==> config.mk <==
export PLATFORM = sky130hd
export DESIGN_NAME = rc4_key_search_ctrl_flat
export DESIGN_NICKNAME = d
export VERILOG_FILES = /design/src/rtl/rc4_key_search_ctrl_if.sv /design/src/rtl/rc4_key_search_ctrl.sv /design/src/flat_wrapper.sv
export SDC_FILE = /design/constraint.sdc
export NUM_CORES = 1
export LEC_CHECK = 0
export ABC_AREA = 1
export CORE_ASPECT_RATIO = 1.2
export CORE_UTILIZATION = 49
export CTS_CLUSTER_DIAMETER = 50
export DETAILED_ROUTE_END_ITERATION = 12
export PLACE_DENSITY_LB_ADDON = 0.12
export SLEW_MARGIN = 20
export SYNTH_ARGS = -nofsm -noshare
export SYNTH_HDL_FRONTEND = slang
export SYNTH_SLANG_ARGS = --single-unit
==> constraint.sdc <==
create_clock -name clk -period 14.56 [get_ports clk]
set_input_delay 1.456 -clock clk [delete_from_list [all_inputs] [get_ports clk]]
set_output_delay 1.456 -clock clk [all_outputs]
set_load 0.05 [all_outputs]
==> src/rtl/rc4_key_search_ctrl_if.sv <==
// Control, status and per-core handshake bundle of the RC4 key-search controller.
// The controller uses the master view; the host/core side uses the slave view.
interface rc4_key_search_ctrl_if #(
    parameter int unsigned KEY_WIDTH   = 24,
    parameter int unsigned SEARCH_BITS = 22,
    parameter int unsigned NUM_CORES   = 4
);
    logic                           start;
    logic                           abort;
    logic [SEARCH_BITS-1:0]         key_lo;
    logic [SEARCH_BITS-1:0]         key_hi;
    logic [NUM_CORES-1:0]           core_start;
    logic [NUM_CORES*KEY_WIDTH-1:0] core_key;
    logic [NUM_CORES-1:0]           core_done;
    logic [NUM_CORES-1:0]           core_success;
    logic                           busy;
    logic                           found;
    logic                           exhausted;
    logic [KEY_WIDTH-1:0]           found_key;
    logic [SEARCH_BITS:0]           keys_tried;

    modport master (
        input  start, abort, key_lo, key_hi, core_done, core_success,
        output core_start, core_key, busy, found, exhausted, found_key, keys_tried
    );

    modport slave (
        output start, abort, key_lo, key_hi, core_done, core_success,
        input  core_start, core_key, busy, found, exhausted, found_key, keys_tried
    );
endinterface

==> src/rtl/rc4_key_search_ctrl.sv <==
// Sweeps a key range across NUM_CORES RC4 crack cores in lockstep rounds and stops on the
// first successful key (lowest core index wins within a round) or when the range runs out.
module rc4_key_search_ctrl #(
    parameter int unsigned KEY_WIDTH   = 24,
    parameter int unsigned SEARCH_BITS = 22,
    parameter int unsigned NUM_CORES   = 4
) (
    input  logic                 clk,
    input  logic                 reset,
    rc4_key_search_ctrl_if.master bus
);
    typedef logic [SEARCH_BITS:0] ext_t;

    typedef enum logic [2:0] {
        StIdle, StDispatch, StWait, StEval, StFound, StExhausted
    } state_e;

    state_e                         state_q, state_d;
    logic [SEARCH_BITS-1:0]         next_key_q, next_key_d;
    logic [SEARCH_BITS-1:0]         key_hi_q, key_hi_d;
    logic [NUM_CORES-1:0]           active_q, active_d;
    logic [NUM_CORES-1:0]           done_q, done_d;
    logic [NUM_CORES-1:0]           succ_q, succ_d;
    logic [NUM_CORES-1:0]           core_start_q, core_start_d;
    logic [NUM_CORES*KEY_WIDTH-1:0] core_key_q, core_key_d;
    logic                           busy_q, busy_d;
    logic                           found_q, found_d;
    logic                           exhausted_q, exhausted_d;
    logic [KEY_WIDTH-1:0]           found_key_q, found_key_d;
    ext_t                           keys_tried_q, keys_tried_d;

    logic [NUM_CORES-1:0]           accepted;
    ext_t                           tried_inc;
    ext_t                           next_step;
    logic [KEY_WIDTH-1:0]           win_key;
    logic                           load_round;
    ext_t                           cand;

    // Datapath terms that depend only on registered state and core inputs.
    always_comb begin
        accepted  = bus.core_done & active_q & ~done_q;
        tried_inc = '0;
        for (int unsigned i = 0; i < NUM_CORES; i++) begin
            tried_inc = tried_inc + ext_t'(accepted[i]);
        end
        // Scan downwards so the lowest succeeding index is the last one written.
        win_key = '0;
        for (int i = NUM_CORES - 1; i >= 0; i--) begin
            if (succ_q[i]) begin
                win_key = core_key_q[i*KEY_WIDTH +: KEY_WIDTH];
            end
        end
        next_step = ext_t'(next_key_q) + ext_t'(NUM_CORES);
    end

    always_comb begin
        state_d      = state_q;
        next_key_d   = next_key_q;
        key_hi_d     = key_hi_q;
        active_d     = active_q;
        done_d       = done_q;
        succ_d       = succ_q;
        core_start_d = '0;
        core_key_d   = core_key_q;
        found_d      = found_q;
        exhausted_d  = exhausted_q;
        found_key_d  = found_key_q;
        keys_tried_d = keys_tried_q;
        load_round   = 1'b0;
        cand         = '0;

        case (state_q)
            StIdle, StFound, StExhausted: begin
                if (bus.start) begin
                    key_hi_d     = bus.key_hi;
                    found_d      = 1'b0;
                    exhausted_d  = 1'b0;
                    keys_tried_d = '0;
                    if (bus.key_lo > bus.key_hi) begin
                        exhausted_d = 1'b1;
                        state_d     = StExhausted;
                    end else begin
                        next_key_d = bus.key_lo;
                        load_round = 1'b1;
                        state_d    = StDispatch;
                    end
                end
            end
            StDispatch: begin
                done_d  = '0;
                succ_d  = '0;
                state_d = StWait;
            end
            StWait: begin
                done_d       = done_q | accepted;
                succ_d       = succ_q | (accepted & bus.core_success);
                keys_tried_d = keys_tried_q + tried_inc;
                if (done_d == active_q) begin
                    state_d = StEval;
                end
            end
            StEval: begin
                if (|succ_q) begin
                    found_key_d = win_key;
                    found_d     = 1'b1;
                    state_d     = StFound;
                end else if (next_step > ext_t'(key_hi_q)) begin
                    exhausted_d = 1'b1;
                    state_d     = StExhausted;
                end else begin
                    next_key_d = next_step[SEARCH_BITS-1:0];
                    load_round = 1'b1;
                    state_d    = StDispatch;
                end
            end
            default: state_d = StIdle;
        endcase

        // Build the next round's active mask and keys; compare in SEARCH_BITS+1 bits so the
        // top of the range never wraps back to key 0.
        if (load_round) begin
            core_key_d = '0;
            for (int unsigned i = 0; i < NUM_CORES; i++) begin
                cand            = ext_t'(next_key_d) + ext_t'(i);
                core_start_d[i] = (cand <= ext_t'(key_hi_d));
                if (core_start_d[i]) begin
                    core_key_d[i*KEY_WIDTH +: KEY_WIDTH] = KEY_WIDTH'(cand[SEARCH_BITS-1:0]);
                end
            end
            active_d = core_start_d;
        end

        if (bus.abort && (state_q inside {StDispatch, StWait, StEval})) begin
            state_d      = StIdle;
            core_start_d = '0;
            found_d      = 1'b0;
            exhausted_d  = 1'b0;
        end

        busy_d = (state_d inside {StDispatch, StWait, StEval});
    end

    always_ff @(posedge clk) begin
        if (reset) begin
            state_q      <= StIdle;
            next_key_q   <= '0;
            key_hi_q     <= '0;
            active_q     <= '0;
            done_q       <= '0;
            succ_q       <= '0;
            core_start_q <= '0;
            core_key_q   <= '0;
            busy_q       <= 1'b0;
            found_q      <= 1'b0;
            exhausted_q  <= 1'b0;
            found_key_q  <= '0;
            keys_tried_q <= '0;
        end else begin
            state_q      <= state_d;
            next_key_q   <= next_key_d;
            key_hi_q     <= key_hi_d;
            active_q     <= active_d;
            done_q       <= done_d;
            succ_q       <= succ_d;
            core_start_q <= core_start_d;
            core_key_q   <= core_key_d;
            busy_q       <= busy_d;
            found_q      <= found_d;
            exhausted_q  <= exhausted_d;
            found_key_q  <= found_key_d;
            keys_tried_q <= keys_tried_d;
        end
    end

    assign bus.core_start = core_start_q;
    assign bus.core_key   = core_key_q;
    assign bus.busy       = busy_q;
    assign bus.found      = found_q;
    assign bus.exhausted  = exhausted_q;
    assign bus.found_key  = found_key_q;
    assign bus.keys_tried = keys_tried_q;
endmodule

==> src/flat_wrapper.sv <==
// flat-port wrapper written by rule: the top's interface ports become plain ports
module rc4_key_search_ctrl_flat 
#(
    parameter int unsigned KEY_WIDTH   = 24,
    parameter int unsigned SEARCH_BITS = 22,
    parameter int unsigned NUM_CORES   = 4
)
  (clk, reset, bus_start, bus_abort, bus_key_lo, bus_key_hi, bus_core_done, bus_core_success, bus_core_start, bus_core_key, bus_busy, bus_found, bus_exhausted, bus_found_key, bus_keys_tried);
  rc4_key_search_ctrl_if #(.KEY_WIDTH(KEY_WIDTH), .SEARCH_BITS(SEARCH_BITS), .NUM_CORES(NUM_CORES)) bus_i ();
  input  logic clk;
  input  logic reset;
  input wire logic [$bits(bus_i.start)-1:0] bus_start;
  input wire logic [$bits(bus_i.abort)-1:0] bus_abort;
  input wire logic [$bits(bus_i.key_lo)-1:0] bus_key_lo;
  input wire logic [$bits(bus_i.key_hi)-1:0] bus_key_hi;
  input wire logic [$bits(bus_i.core_done)-1:0] bus_core_done;
  input wire logic [$bits(bus_i.core_success)-1:0] bus_core_success;
  output wire logic [$bits(bus_i.core_start)-1:0] bus_core_start;
  output wire logic [$bits(bus_i.core_key)-1:0] bus_core_key;
  output wire logic [$bits(bus_i.busy)-1:0] bus_busy;
  output wire logic [$bits(bus_i.found)-1:0] bus_found;
  output wire logic [$bits(bus_i.exhausted)-1:0] bus_exhausted;
  output wire logic [$bits(bus_i.found_key)-1:0] bus_found_key;
  output wire logic [$bits(bus_i.keys_tried)-1:0] bus_keys_tried;
  assign bus_i.start = bus_start;
  assign bus_i.abort = bus_abort;
  assign bus_i.key_lo = bus_key_lo;
  assign bus_i.key_hi = bus_key_hi;
  assign bus_i.core_done = bus_core_done;
  assign bus_i.core_success = bus_core_success;
  assign bus_core_start = bus_i.core_start;
  assign bus_core_key = bus_i.core_key;
  assign bus_busy = bus_i.busy;
  assign bus_found = bus_i.found;
  assign bus_exhausted = bus_i.exhausted;
  assign bus_found_key = bus_i.found_key;
  assign bus_keys_tried = bus_i.keys_tried;
  rc4_key_search_ctrl #(.KEY_WIDTH(KEY_WIDTH), .SEARCH_BITS(SEARCH_BITS), .NUM_CORES(NUM_CORES)) u_core (.clk(clk), .reset(reset), .bus(bus_i));
endmodule
Word level (Yosys, flattened, before mapping)
Cells that the tools add are included.
- bits in registers: 209
- bits of input ports: 56
- output and inout bits: 150
- logic and storage cells: 101
- $add $sub $neg: 8
- magnitude comparators: 6
- eq/ne operators: 13
- multiplexer cells: 39
- bitwise logic cells: 7
- reductions and logical operators: 15
- operators with widths (cell ; count):
    22-bit 2-to-1 mux ; 10
    24-bit 2-to-1 mux ; 4
    23-bit by 22-bit less-or-equal comparator with 1-bit output ; 3
    22-bit by 2-bit adder with 23-bit output, second input constant ; 2
    23-bit by 1-bit adder with 23-bit output ; 2
    23-bit one-hot mux with 2 select lines ; 1
    22-bit one-hot mux with 2 select lines ; 1
    22-bit by 1-bit adder with 23-bit output, second input constant ; 1
    22-bit by 3-bit adder with 23-bit output, second input constant ; 1
    23-bit adder ; 1
    23-bit by 22-bit > comparator with 1-bit output ; 1
    23-bit 2-to-1 mux ; 1
    22-bit > comparator ; 1
    22-bit less-or-equal comparator ; 1
    3-bit 2-to-1 mux ; 6
    4-bit one-hot mux with 2 select lines ; 2
    4-bit AND ; 3
    3-bit by 2-bit equality test with 1-bit output, second input constant ; 4
    3-bit one-hot mux with 4 select lines ; 1
    1-bit 2-to-1 mux ; 10
    4-bit OR ; 2
    3-bit by 1-bit equality test with 1-bit output, second input constant ; 2
    3-bit equality test, second input constant ; 2
    1-bit one-hot mux with 2 select lines ; 3
    other kinds (16) ; 23

Longest topological paths before layout
Gate-level depths: netlist of run 1.
- depth after elaboration: 9
- depth in mapped cells: 45
- depth with buffers taken out: 44

Worst setup path after synthesis of run 1
No wires, ideal clock.
- path type: input to register
- start: input bus_key_hi[21]
- end: register u_core.core_key_q[75] (netlist: u_core.bus.core_key[75])
- library setup time: 0.060 ns
- data arrival time: 5.704 ns
- data required time: 14.500 ns
- setup slack: 8.795 ns
- stages: 32
- path buffers: 2
- cells stage by stage: inv_1 -> ha_1 -> nand2_1 -> nor2_1 -> nand2_1 -> nor2_1 -> nand4_1 -> nand2_2 -> nand2_2 -> buf_2 -> o21ai_1 -> inv_1 -> ha_1 -> nand3b_4 -> nor2_8 -> nand3_1 -> xor2_1 -> ha_1 -> a21oi_1 -> nor2_1 -> nor4_1 -> nand2_1 -> a21oi_1 -> o21ai_0 -> nand2_1 -> nand2_1 -> a21oi_1 -> nand2_2 -> nor2_4 -> buf_6 -> nand2_1 -> nand2_1
- cells in the longest elaborated chain, start to end: 7
- elaborated cells on any way between the ends: 12
- those cells by class: add/sub (1); order compare (2); mux (9)
- ends and longest elaborated chain (item ; line ; text):
    start: declaration ; flat_wrapper.sv:15 ; input wire logic [$bits(bus_i.key_hi)-1:0] bus_key_hi;
    22-bit > comparator * ; rc4_key_search_ctrl.sv:79 ; if (bus.key_lo > bus.key_hi) begin
    22-bit 2-to-1 mux * ; rc4_key_search_ctrl.sv:79 ;
    22-bit 2-to-1 mux * ; rc4_key_search_ctrl.sv:74 ; if (bus.start) begin
    22-bit one-hot mux with 2 select lines * ; rc4_key_search_ctrl.sv:72 ; case (state_q)
    net u_core.next_key_d[1] ; rc4_key_search_ctrl.sv:19 ; logic [SEARCH_BITS-1:0] next_key_q, next_key_d;
    22-bit by 2-bit adder with 23-bit output * ; rc4_key_search_ctrl.sv:124 ; cand = ext_t'(next_key_d) + ext_t'(i);
    23-bit by 22-bit less-or-equal comparator with 1-bit output ; rc4_key_search_ctrl.sv:125 ; core_start_d[i] = (cand <= ext_t'(key_hi_d));
    22-bit 2-to-1 mux * ; rc4_key_search_ctrl.sv:126 ; if (core_start_d[i]) begin
    end signal: assignment ; rc4_key_search_ctrl.sv:166 ; core_key_q <= core_key_d;
    end: declaration ; rc4_key_search_ctrl.sv:25 ; logic [NUM_CORES*KEY_WIDTH-1:0] core_key_q, core_key_d;
The timed path passes the listed nets; every way through them passes the cells marked *.
A chain may end at the register's enable or synchronous reset.

Final worst setup path of run 1
- start: input bus_key_hi[13]
- end: register u_core.core_key_q[93] (netlist: u_core.bus.core_key[93])
The elaborated chain is that of the path after synthesis.

==> results by group, run 1 <==
Global route
  – First-pass GRT wire length: 76.3 mm
  – Initial antenna violation count: 0
  – Largest net degree at the start of global routing: a little over 70
  – Via count of the first global-routing pass: around 13,000
  – Total gr overflow: 0
  – Tot GR Track Use: a little over a third

Synth
  – Main synth FF type: dfxtp_1
  – Main combinational cell family by area after synthesis: simple AND/OR/NAND/NOR gates
  – Synth Instances: roughly 1,900
  – Post-synth EDFFs: 0
  – Synthesized area: 0.0137 mm^2
  – Mux cell area share after synthesis: 0%
  – Post-synthesis sequential area ratio: 29.1%
  – Post-synthesis register bit count: 199
  – Adder-Cell Fraction of Synth Area: 13.1%
  – YS warnings: 0
  – Synth cell types: 61
  – Synth Area in Compound Gates: 15.7%
  – Post-Synth Simple-Gate Area: roughly 29%
  – Xor-xnor portion of the synthesized cell area: 3.06%
  – Avg Inst Size Synth: 7.11 um^2
  – FFs w/ async S/R, synth: 0%

Floorplan
  – Die width: 155 um
  – # IOs: 206
  – Row Count: 66
  – Core Box Area: between 0.02 and 0.03 mm^2
  – DIE HEIGHT: 185 um
  – Initial core utilization: 50.1%
  – Die Area: 0.0286 mm^2

Clock tree
  – CTS clk-pin slew, worst paths: 80 ps
  – Post-CTS Setup Bufs: 0
  – Post-CTS resize count: 0
  – Clock buffer count from CTS: 17
  – Clock sinks: ~200
  – Clk buf depth: 2
  – CTS tree: yes
  – Worst skew pair latency: between 400 and 500 ps
  – CTS Root Cell: clkbuf_16
  – CTS H-tree lvls: 4
  – Hold-fix buffer count after cts: 0

Final layout
  – Share of cells above drive strength 1: about 7.4%
  – Leading cell type in the layout, fill and taps excluded: nand2_1
  – Nets: 2,296
  – Synth-to-Final Area Change: 20.7%
  – Most frequent cells in the layout: nand2_1 (450), inv_1 (230), dfxtp_1 (199)

Worst setup path
  – Critical path buffers and inverters: 4
  – Worst path slowest cell: o21ai_1
  – CP Capture Type: flip-flop
  – Most Frequent Cell on Critical Path: nand2_1
  – Critical Path AT: 8240 ps
  – Top cell family by delay on the critical path: simple AND/OR/NAND/NOR gates
  – Worst-path maximum fanout: 22
  – Startpoint types: input port
  – Req. time, crit path: 14,960 ps
  – CP peak stage delay: 630 ps
  – Kind of critical path: input port to flip-flop

Power and ir drop
  – Seq pwr share: 31.5%
  – Switch share: 45.6%
  – Power Internal: 0.00110 W
  – Clk pwr share: 23.8%
  – Power per cell area: between 100 and 150 mW/mm^2
  – Combinational share of power: 44.7%
  – Lkg Pwr: roughly 7.4 nW
  – Max VDD drop: 0.0643 mV
  – Psw: 0.000922 W

Timing
  – Slew @ Worst Pin: 1070 ps
  – Post-layout min period: just under 8000 ps
  – Final Max Slew Viols: 0
  – Max Freq: 127 MHz
  – Setup violators final: 0
  – RSZ-0062 raised after global routing: no
  – Fin crit share: 53.9%
  – Final hold violation count: 0
  – Setup Skew: 13.6 ps
  – WHS: 481 ps
  – Rel. slew slack: 28.3%
  – TNS Setup: 0 ps

Place
  – Port Buf Inserts: 195
  – DP Wirelength: about 40 mm
  – Gpl congestion: 1.09

Routing
  – Remaining DRCs: 0
  – Final ANT Viol Nets: 0
  – Post-Route WL: 50.3 mm
  – 1st-iter DRT viols: around 1,200
  – WL per Instance: 20.2 um
  – DR vias/cell: 5.64
  – Via Count: 14,000
  – DRT Pass-1 Iters: 6

Outcome
  – Status: finished clean

Worst hold path
  – Hold Path Class: flip-flop to flip-flop

Job
  – Max-cap violation count: 0
## synth_stat cells (9+ instances only)
| cell type | n | area (um^2) |
|---|---|---|
| dfxtp_1 | 199 | 3980 |
| nor3_1 | 15 | 75.1 |
| buf_4 | 11 | 82.6 |
| nand2_1 | 450 | 1690 |
| nand3_2 | 23 | 230 |
| a211oi_1 | 9 | 67.6 |
| inv_1 | 231 | 867 |
| o21ai_1 | 23 | 115 |
| a22o_1 | 16 | 140 |
| nand2_2 | 18 | 113 |
| o211ai_1 | 24 | 180 |
| nor2_4 | 9 | 101 |
| ha_1 | 140 | 1750 |
| nor2_2 | 9 | 56.3 |
| inv_2 | 10 | 37.5 |
| nand3_1 | 120 | 601 |
| xor2_1 | 42 | 368 |
| o21ai_0 | 117 | 586 |
| nand4_1 | 23 | 144 |
| a21oi_1 | 130 | 651 |
| a221o_1 | 22 | 220 |
| nor2_1 | 142 | 533 |
| clkbuf_1 | 46 | 173 |
## cell families after synthesis
logic type,after synthesis
AO/OA/AOI/OAI,367
XOR/XNOR,47
adder cells (fa/ha/maj),142
buffers and inverters,319
flip-flops,199
other,1
AND/OR/NAND/NOR,852
## routing by layer
metal	global-route usage, %	part of all wire (%)	wire [um]
met1	46.5	43	21900
met2	55.8	44	22200
met3	5.31	7.3	3670
met4	18.1	5.1	2590
met5	0	0	0
## per-stage QoR
step	total power (W)	instances	worst slack [ps]	instance area [um^2]	utilization [%]
2_1_floorplan	0.00121	1936	8800	13700	-
3_3_place_gp	0.00152	2453	6590	16000	58.4
3_5_place_dp	0.00153	2453	6540	16000	58.4
4_1_cts	0.00201	2485	6980	16500	60.5
5_1_grt	0.00213	2485	6350	16500	60.5
6_report	0.00202	2486	6710	16500	60.5
## sequential cells by signal, indices dropped and copies added (netlist names)
signal and flops:
u_core.bus.core_key 88, u_core.succ_q 4, u_core.active_q 4, u_core.bus.busy 1
u_core.next_key_q 22, u_core.bus.core_start 4, u_core.bus.keys_tried 23, u_core.key_hi_q 22
u_core.bus.found_key 22, u_core.bus.exhausted 1, u_core.done_q 4, u_core.state_q 3
u_core.bus.found 1
## worst register-to-register path, delay by kind of cell (launching register included)
| family | cells | cell delay (ps) |
|---|---|---|
| xor gates and xnor gates | 2 | 530 |
| DFF | 1 | 500 |
| buffers and inverters | 2 | 220 |
| AOI/OAI and AO/OA | 5 | 710 |
| adders and majority gates | 4 | 1210 |
| and+or+nand+nor | 27 | 4350 |
## power groups by stage
stage	Combinational [W]	Clock (W)	Sequential, W
finish	0.000904	0.000482	0.000636
global route	0.000978	0.000508	0.000641
CTS	0.000887	0.000486	0.000634
detailed placement	0.000881	0	0.000647
global placement	0.000872	0	0.000646
floorplan	0.000495	0	0.000717
## worst paths after layout
path / start / to / slack, ps / cells after the start
worst min register to register: u_core.bus.core_key[91] / u_core.bus.core_key[91] / 480 / 2
worst max register to register: u_core.next_key_q[2] / u_core.bus.core_key[93] / 7020 / 40
worst max-delay path: bus_key_hi[13] / u_core.bus.core_key[93] / 6710 / 33
worst min-delay path: u_core.bus.core_key[91] / u_core.bus.core_key[91] / 480 / 2
## cell type report
cell class              instances  area [um^2]
diodes                          1         2.50
well taps                     374          468
clock inverters                14          151
flip-flops and latches        199         3980
repair buffers                220         2130
fillers                      2625        10800
inverters                     242          908
multi-input cells            1418         8460
clock buffers                  18          439
No activity file was read; power rests on OpenSTA's default activity.
==> run 2, diff against run 1 <==
clock period = 7.8 ns   (was 14.56 ns; I/O delays follow)
==> run 2 against run 1 <==
Against the previous run:
- routed wire length is 2.1% lower
- via count is 0.87% lower
- combinational power grew 85%
- count of clock-buffer cells in the layout unchanged
- largest power group unchanged
==> results by group, run 2 (same netlist as run 1, synthesis figures left out) <==
Worst setup path
  – R2R setup slack: 780 ps (-6240 ps)
  – Worst-path maximum fanout: 22 (unchanged)
  – Reg2reg start: u_core.next_key_q[2]
  – Reg-to-reg endpoint: u_core.bus.core_key[84]
  – Kind of critical path: flip-flop to flip-flop
  – Startpoint types: flip-flop
  – Critical path buffers and inverters: 1 (-3)
  – Critical Path AT: 7420 ps (-820 ps)
  – CP peak stage delay: 610 ps (-20 ps)
  – R2R cell count: 37 (-7.5%)
  – Req. time, crit path: 8210 ps (-6750 ps)
  – CP Capture Type: flip-flop
  – Worst Setup SP: u_core.next_key_q[2]
  – Top cell family by delay on the critical path: simple AND/OR/NAND/NOR gates
  – Most Frequent Cell on Critical Path: nand2_1
  – Worst path slowest cell: nor4_1

Power and ir drop
  – Max VDD drop: 0.161 mV (+150%)
  – Pwr Total: 0.00376 W (+86%)
  – Power per cell area: 227 mW/mm^2 (+86%)
  – Lkg Pwr: 7.45 nW (+0.11%)

Final layout
  – Synth-to-Final Area Change: 20.8% (about the same)
  – Leading cell type in the layout, fill and taps excluded: nand2_1
  – Register area: 0.00398 mm^2 (unchanged)
  – Footprint of the multi-input gates: 0.00846 mm^2 (unchanged)
  – Diode count: 0 (-1)
  – Most frequent cells in the layout: nand2_1 (450), inv_1 (230), dfxtp_1 (199)
  – Nets: 2,297 (+0.044%)
  – Max reg flops: 88 (unchanged)
  – Share of cells above drive strength 1: 7.43% (+0.044 points)
  – Post-route design area: 0.0166 mm^2 (about the same)
  – Layout fillers: 2,548 (-2.9%)
  – Non-Filler Instances: 2,486 (unchanged)

Worst hold path
  – Hold Startpoint: u_core.bus.core_key[91]
  – Hold path cells: 2 (unchanged)
  – Worst hold endpoint: u_core.bus.core_key[91]
  – Hold Path Class: flip-flop to flip-flop

Clock tree
  – Clock sinks: 199 (unchanged)
  – Worst skew pair latency: 460 ps (about the same)
  – Hold-fix buffer count after cts: 0 (unchanged)
  – Clk buf depth: 2 (unchanged)
  – Post-CTS resize count: 0 (unchanged)
  – CTS H-tree lvls: 4 (unchanged)
  – CTS clk-pin slew, worst paths: 90 ps (about the same)
  – CTS tree: yes
  – CTS Root Cell: clkbuf_16
  – Clock buffer count from CTS: 17 (unchanged)
  – Post-CTS Setup Bufs: 0 (unchanged)

Job
  – Max-cap violation count: 0 (unchanged)

Routing
  – Final ANT Viol Nets: 0 (unchanged)
  – WL per Instance: 19.8 um (-2.1%)
  – DRT Pass-1 Iters: 6 (unchanged)
  – DR vias/cell: 5.59 (-0.87%)
  – 1st-iter DRT viols: 1,163 (-5.0%)
  – Post-Route WL: 49.2 mm (-2.1%)
  – Remaining DRCs: 0 (unchanged)
  – Via Count: 13,900 (-0.87%)

Timing
  – Rel. slew slack: 28.8% (+0.51 points)
  – WHS: 471 ps (-10.2 ps)
  – Final hold violation count: 0 (unchanged)
  – RSZ-0062 raised after global routing: no
  – Final Max Slew Viols: 0 (unchanged)
  – Fin crit share: 90.0%
  – Max Freq: between 100 and 150 MHz
  – TNS Setup: 0 ps (unchanged)
  – Setup Skew: 16.0 ps (+2.37 ps)
  – Post-layout min period: 7020 ps
  – Setup violators final: 0 (unchanged)
  – Slew @ Worst Pin: 1070 ps (-7.71 ps)

Floorplan
  – Die width: 155 um (unchanged)
  – Initial core utilization: 50.1% (unchanged)
  – DIE HEIGHT: 185 um (unchanged)
  – Die Area: 0.0286 mm^2 (unchanged)
  – Row Count: 66 (unchanged)
  – Core Box Area: 0.0273 mm^2 (unchanged)
  – # IOs: 206 (unchanged)

Global route
  – Tot GR Track Use: 34.7% (-0.60 points)
  – Initial antenna violation count: 0 (unchanged)
  – Total gr overflow: 0 (unchanged)
  – First-pass GRT wire length: 74.6 mm (-2.2%)
  – Largest net degree at the start of global routing: 75 (+5.6%)
  – Via count of the first global-routing pass: 12,900 (-0.22%)

Place
  – Port Buf Inserts: 195 (unchanged)
  – Gpl congestion: 1.02 (-5.9%)
  – DP Wirelength: 39.7 mm (-1.8%)
  – Placed Area: 0.0160 mm^2 (about the same)
  – Placed insts: 2,454 (+0.041%)

Outcome
  – Status: finished clean
-- run 2: final cells by class --
cell class                 instances  share of cell area (%)
clock buffer                      18                    2.65
clock inverter                    14                   0.937
inverter                         242                    5.49
multi-input combinational       1418                    51.1
sequential                       199                    24.1
tap                              374                    2.83
timing repair buffer             221                    12.9
-- run 2: how the worst max path moves through the flow --
stage	to	slack [ps]	cells past startpoint
floorplan	u_core.bus.core_key[41]	2300	42
global placement	u_core.bus.core_key[45]	950	35
detailed placement	u_core.bus.core_key[45]	910	36
CTS	u_core.bus.core_key[45]	990	41
global route	u_core.bus.core_key[45]	260	41
finish	u_core.bus.core_key[84]	780	37
-- run 2: metrics by stage --
stage,setup slack [ps],util (%)
after CTS,993,60.6
after detailed placement,911,58.4
after global placement,954,58.4
after global routing,262,60.6
after floorplan,2300,-
final,784,60.6
-- run 2: tightest hold or removal path: cells and delay by family, from the launching register on --
family	cells	cell delay (ps)
AND/OR/NAND/NOR	2	100
flip-flops	1	330
-- run 2: per-layer routing --
metal  global-route usage [%]  wire length, um
met1                     45.5            21500
met2                     56.0            22000
met3                     5.40             3330
met4                     15.7             2340
met5                        0                0
-- run 2: power breakdown --
group	total, W	internal, W	leakage (nW)	switching [W]
clock network	0.000912	0.000464	0.288	0.000448
logic	0.00167	0.000511	5.55	0.00115
registers	0.00119	0.00110	1.62	0.0000829
